==> config.mk <==
export PLATFORM = sky130hd
export DESIGN_NAME = median_border_restore
export DESIGN_NICKNAME = d
export VERILOG_FILES = /design/src/rtl/median_border_pkg.sv /design/src/rtl/median_border_restore_fifo.sv /design/src/rtl/median_border_restore.sv
export SDC_FILE = /design/constraint.sdc
export NUM_CORES = 1
export LEC_CHECK = 0
export CAP_MARGIN = 5
export CELL_PAD_IN_SITES_DETAIL_PLACEMENT = 1
export CELL_PAD_IN_SITES_GLOBAL_PLACEMENT = 1
export CORE_MARGIN = 2
export CORE_UTILIZATION = 47
export CTS_CLUSTER_SIZE = 10
export DETAILED_ROUTE_END_ITERATION = 8
export PLACE_DENSITY = 0.85
export RECOVER_POWER = 50
export SLEW_MARGIN = 20
export SYNTH_ARGS = -nofsm -noshare
export SYNTH_HDL_FRONTEND = slang
export SYNTH_SLANG_ARGS = --single-unit
==> constraint.sdc <==
create_clock -name clk -period 2.2 [get_ports clk]
set_input_delay 0.44 -clock clk [delete_from_list [all_inputs] [get_ports clk]]
set_output_delay 0.44 -clock clk [all_outputs]
set_load 0.03 [all_outputs]
==> src/rtl/median_border_pkg.sv <==
// Shared types and constants for the 5x5 median border-restore stage.
package median_border_pkg;

    typedef enum logic [1:0] {
        IDLE = 2'd0,
        RUN  = 2'd1,
        DONE = 2'd2
    } state_t;

    // Half-width of the 5x5 window, i.e. the width of the border ring.
    localparam int BORDER_W = 2;
    localparam int PIX_W    = 8;

    // Pointer width: one address bit per power of two plus a wrap bit.
    function automatic int ptr_w(input int depth);
        return $clog2(depth) + 1;
    endfunction

endpackage

==> src/rtl/median_border_restore_fifo.sv <==
// Pixel FIFO for interior medians; head is readable combinationally from the cycle after a write.
module median_pix_fifo
    import median_border_pkg::*;
#(
    parameter int DEPTH = 16
) (
    input  logic             clk,
    input  logic             rst,
    input  logic             wr_en,
    input  logic [PIX_W-1:0] din,
    input  logic             rd_en,
    output logic [PIX_W-1:0] dout,
    output logic             full,
    output logic             empty
);

    localparam int PW = ptr_w(DEPTH);
    localparam int AW = PW - 1;

    logic [PW-1:0]    wr_ptr_q, wr_ptr_d;
    logic [PW-1:0]    rd_ptr_q, rd_ptr_d;
    logic [PIX_W-1:0] mem_q [DEPTH];
    logic             do_wr;
    logic             do_rd;

    // Same address with differing wrap bits means the writer lapped the reader.
    assign empty = (wr_ptr_q == rd_ptr_q);
    assign full  = (wr_ptr_q[AW] != rd_ptr_q[AW]) &&
                   (wr_ptr_q[AW-1:0] == rd_ptr_q[AW-1:0]);
    assign dout  = mem_q[rd_ptr_q[AW-1:0]];

    always_comb begin
        do_wr    = wr_en && !full;
        do_rd    = rd_en && !empty;
        wr_ptr_d = wr_ptr_q + PW'(do_wr);
        rd_ptr_d = rd_ptr_q + PW'(do_rd);
    end

    // NOTE: sequential state uses non-blocking assignments so every flop samples pre-edge values.
    always_ff @(posedge clk) begin
        if (!rst) begin
            wr_ptr_q <= '0;
            rd_ptr_q <= '0;
        end else begin
            wr_ptr_q <= wr_ptr_d;
            rd_ptr_q <= rd_ptr_d;
        end
    end

    // NOTE: storage is deliberately not reset; pointers alone define which entries are meaningful.
    always_ff @(posedge clk) begin
        if (do_wr) begin
            mem_q[wr_ptr_q[AW-1:0]] <= din;
        end
    end

endmodule

==> src/rtl/median_border_restore.sv <==
// Rebuilds a full ROWS x COLS raster around the 5x5 median interior, filling the ring with BORDER_VAL.
// Optional frame counter output frame_cnt_o is enabled by defining MEDIAN_BORDER_FRAME_CNT_EN.
module median_border_restore
    import median_border_pkg::*;
#(
    parameter int               ROWS       = 7,
    parameter int               COLS       = 7,
    parameter int               FIFO_DEPTH = 16,
    parameter logic [PIX_W-1:0] BORDER_VAL = '0
) (
    input  logic             clk,
    input  logic             rst,
    input  logic [PIX_W-1:0] median_i,
    input  logic             done_i,
    output logic [PIX_W-1:0] pixel_o,
    output logic             valid_o,
    input  logic             ready_i,
    output logic             frame_done_o,
    output logic             ovf_o
`ifdef MEDIAN_BORDER_FRAME_CNT_EN
    ,
    output logic [15:0]      frame_cnt_o
`endif
);

    localparam int RW = $clog2(ROWS);
    localparam int CW = $clog2(COLS);

    state_t           state_q, state_d;
    logic [RW-1:0]    row_q, row_d;
    logic [CW-1:0]    col_q, col_d;
    logic             ovf_q, ovf_d;

    logic             fifo_full;
    logic             fifo_empty;
    logic [PIX_W-1:0] fifo_head;
    logic             fifo_pop;
    logic             push;
    logic             interior;
    logic             xfer;

    median_pix_fifo #(
        .DEPTH (FIFO_DEPTH)
    ) u_fifo (
        .clk   (clk),
        .rst   (rst),
        .wr_en (done_i),
        .din   (median_i),
        .rd_en (fifo_pop),
        .dout  (fifo_head),
        .full  (fifo_full),
        .empty (fifo_empty)
    );

    // Full is the pre-read view, so a write into a full FIFO is lost even if a pop happens this cycle.
    assign push  = done_i && !fifo_full;
    assign ovf_d = ovf_q || (done_i && fifo_full);
    assign ovf_o = ovf_q;

    assign interior = (row_q >= RW'(BORDER_W)) && (row_q <= RW'(ROWS - 1 - BORDER_W)) &&
                      (col_q >= CW'(BORDER_W)) && (col_q <= CW'(COLS - 1 - BORDER_W));

    // NOTE: every always_comb output gets a default first so no path leaves a latch behind.
    always_comb begin
        state_d      = state_q;
        row_d        = row_q;
        col_d        = col_q;
        valid_o      = 1'b0;
        pixel_o      = '0;
        frame_done_o = 1'b0;
        fifo_pop     = 1'b0;
        xfer         = 1'b0;

        unique case (state_q)
            IDLE: begin
                if (push || !fifo_empty) begin
                    state_d = RUN;
                end
            end

            RUN: begin
                if (interior) begin
                    valid_o = !fifo_empty;
                    pixel_o = fifo_empty ? '0 : fifo_head;
                end else begin
                    valid_o = 1'b1;
                    pixel_o = BORDER_VAL;
                end

                xfer     = valid_o && ready_i;
                fifo_pop = xfer && interior;

                if (xfer) begin
                    if (col_q == CW'(COLS - 1)) begin
                        col_d = '0;
                        if (row_q == RW'(ROWS - 1)) begin
                            row_d   = '0;
                            state_d = DONE;
                        end else begin
                            row_d = row_q + 1'b1;
                        end
                    end else begin
                        col_d = col_q + 1'b1;
                    end
                end
            end

            DONE: begin
                frame_done_o = 1'b1;
                row_d        = '0;
                col_d        = '0;
                // A pixel arriving this very cycle already belongs to the next frame.
                state_d      = (push || !fifo_empty) ? RUN : IDLE;
            end

            default: begin
                state_d = IDLE;
            end
        endcase
    end

    always_ff @(posedge clk) begin
        if (!rst) begin
            state_q <= IDLE;
            row_q   <= '0;
            col_q   <= '0;
            ovf_q   <= 1'b0;
        end else begin
            state_q <= state_d;
            row_q   <= row_d;
            col_q   <= col_d;
            ovf_q   <= ovf_d;
        end
    end

`ifdef MEDIAN_BORDER_FRAME_CNT_EN
    logic [15:0] frame_cnt_q, frame_cnt_d;

    assign frame_cnt_d = frame_cnt_q + 16'(frame_done_o);
    assign frame_cnt_o = frame_cnt_q;

    always_ff @(posedge clk) begin
        if (!rst) begin
            frame_cnt_q <= '0;
        end else begin
            frame_cnt_q <= frame_cnt_d;
        end
    end
`endif

endmodule

==> flow_summary.json <==
{
  "status": "finished, violations left",
  "violations": "negative setup slack",
  "synth_area_leader_cell": "edfxtp_1",
  "dpl.hpwl_um": 10000,
  "synth-async-reset-ratio_pct": 0,
  "drv_cap": 0,
  "fin_crit_sh_pct": 130,
  "final_common_cell": "edfxtp_1",
  "finalWirelength_um": 15600,
  "synth_cell_types": 43,
  "drc": 0,
  "power.total_mw": 6.11,
  "drt_iter0_markers": 370,
  "cts_tree": "done",
  "cts-htree-levels": 4,
  "crit_path_max_fanout": 6,
  "busiest_layer": "met2",
  "required_ps": 1760,
  "p_switching_mw": 1.36,
  "wl_per_cell_um": 26.6,
  "clockBufferDepth": 2,
  "synth_top_area_share_pct": 63.3,
  "grt_pass1_wl_um": 23200,
  "switching_share_pct": 22.2,
  "initial_core_util_pct": 48.1,
  "p_int_mw": 4.75,
  "clock.fmax_ghz": 0.350,
  "synth-xor-area-share_pct": 1.73,
  "layout.cells.non_filler": 587,
  "antenna_found_initial": 0,
  "drtAntennaViolNets": 0,
  "via_per_inst": 5.81,
  "drive_gt1_share_pct": 35.7,
  "clk_pin_slew_ps": 60,
  "path_class": "reg -> out",
  "vdd_drop_max_mv": 0.715,
  "dp_cells": 548,
  "startpoint_type": "flop",
  "port_buffers": 22,
  "grt_usage_pct": 23.2,
  "ios": 23,
  "synth.area.mux_share_pct": 16.1,
  "cts_made_buffers": 17,
  "finalNetCount": 418,
  "final_cell_mix": "edfxtp_1, buf_4, mux4_2",
  "ys_ff_latch": 147,
  "met1_usage_pct": 29.5,
  "postSynthAreaPerCell_um2": 18.9,
  "grt_max_degree": 19,
  "synth_area_leaders": "edfxtp_1, mux4_2, mux4_1, dfxtp_1, xnor2_1",
  "skew_ps": 13.3,
  "finalCriticalPeriod_ps": 2850,
  "die-area_um2": 13800,
  "ys_seq_area_share_pct": 69.6,
  "rows": 41,
  "cts_root_buffer": "clkbuf_16",
  "setup_viol": 16,
  "p_per_area_nw_per_um2": 802,
  "met2_usage_pct": 39.0,
  "rsz0062_at_grt": "yes",
  "synth_edf_count": 128,
  "grt_use_met3_pct": 4.80,
  "synth-simple-area-share_pct": 6.72,
  "mappedNetlistArea_um2": 6070,
  "final_util_pct": 60.3,
  "layout_setup_ws_ps": -655,
  "place.gp.congestion": 0.747,
  "hold_ws_ps": 512,
  "relSlewSlack_pct": 54.8,
  "diodes": 0,
  "first_global_vias": 3713,
  "ys_warn_count": 0,
  "insertion_delay_ps": 430,
  "seqPwrFrac_pct": 50.4,
  "synthAdderAreaFrac_pct": 0.824,
  "finalHoldViolCount": 0,
  "numClockSinks": 147,
  "cp-end-kind": "output port",
  "synth-main-ff-cell": "edfxtp_1",
  "grt_overflow": 0,
  "slew_viol_final": 0,
  "areaGrowthSynthToFinish_pct": 25.4,
  "dr.pass1.iters": 4,
  "syn_nets": 338,
  "tightest_slew_ps": 675,
  "min_path_type": "reg -> reg",
  "coreArea_um2": 12600,
  "die_w_um": 118,
  "synth_top_family_by_area": "multiplexers",
  "pwr-share-clk_pct": 45.0,
  "p_leak_nw": 2.56,
  "crit_arrival_ps": 2410,
  "vias": 3412,
  "syn_inst": 322,
  "combinationalPowerShare_pct": 4.6,
  "die_h_um": 118,
  "synth_compound_area_share_pct": 2.74
}
-- worst max-delay path, stage by stage (launching register included) --
cell and delay, ps:
dfxtp_4 440, buf_12 160, buf_6 100, mux4_2 530, mux4_2 480, nor2b_4 140
buf_6 130
-- final timing paths --
path,start,end,slack (ps),depth (start not counted)
worst max-delay path,u_fifo.rd_ptr_q[0],pixel_o[2],-650,6
worst min register to register,ovf_o,ovf_o,510,2
worst min-delay path,ovf_o,ovf_o,510,2
worst max register to register,u_fifo.rd_ptr_q[0],u_fifo.wr_ptr_q[4],-160,12
-- synth_stat cells (5+ instances only) --
cell,count
edfxtp_1,128
mux4_2,22
dfxtp_1,19
mux4_1,18
nor2_1,14
nor2b_1,12
and2_1,10
clkbuf_1,10
xnor2_1,9
nand2_1,8
inv_1,6
nand3_1,6
nor3_1,5
-- registers in the layout (all words and copies together), names as in the netlist --
| name | cells |
|---|---|
| u_fifo.wr_ptr_q | 5 |
| state_q | 2 |
| row_q | 3 |
| ovf_o | 1 |
| u_fifo.mem_q | 128 |
| col_q | 3 |
| u_fifo.rd_ptr_q | 5 |
-- cells by family after synthesis --
logic type | Yosys count
compound gates | 23
xor+xnor | 12
fa+ha+maj | 4
buf+inv | 22
flops | 147
mux | 41
simple gates | 73
-- routing by layer --
layer  part of all wire (%)  vias to the layer above
li1                       -                     1467
met1                     41                     1794
met2                     51                      113
met3                    5.2                       38
met4                    3.6                        0
met5                      0                        -
-- power by group through the flow --
stage	clock network (mW)	logic [mW]	registers [mW]
after floorplan	0	0.106	3.13
after global placement	0	0.208	3.14
after detailed placement	0	0.234	3.14
after CTS	2.77	0.248	3.08
after global routing	2.88	0.295	3.08
final	2.75	0.279	3.08
-- cell type report --
| type | count | area (um^2) |
|---|---|---|
| fillers | 1123 | 5010 |
| flip-flops and latches | 147 | 4230 |
| multi-input cells | 153 | 1870 |
| repair buffers | 77 | 723 |
| clock buffers | 18 | 429 |
| well taps | 172 | 215 |
| clock inverters | 14 | 129 |
| inverters | 6 | 22.5 |
-- stage by stage --
stage / TNS [ps] / area, um^2 / setup slack [ps]
after global routing: -7400 / 7610 / -710
after CTS: -5420 / 7480 / -646
final: -5730 / 7610 / -655
after floorplan: -4170 / 6150 / -162
after detailed placement: -6340 / 6830 / -652
after global placement: -4500 / 6830 / -578
-- what timing repair did --
| item | CTS | global route |
|---|---|---|
| pin swaps | 2 | 3 |
| endpoints found under the setup margin | 36 | 90 |
| setup buffers | 4 | 1 |
| hold buffers | 0 | 0 |
| gates resized for setup | 77 | 24 |
| gates cloned | 2 | 0 |
Power figures use the tool's default switching activity.
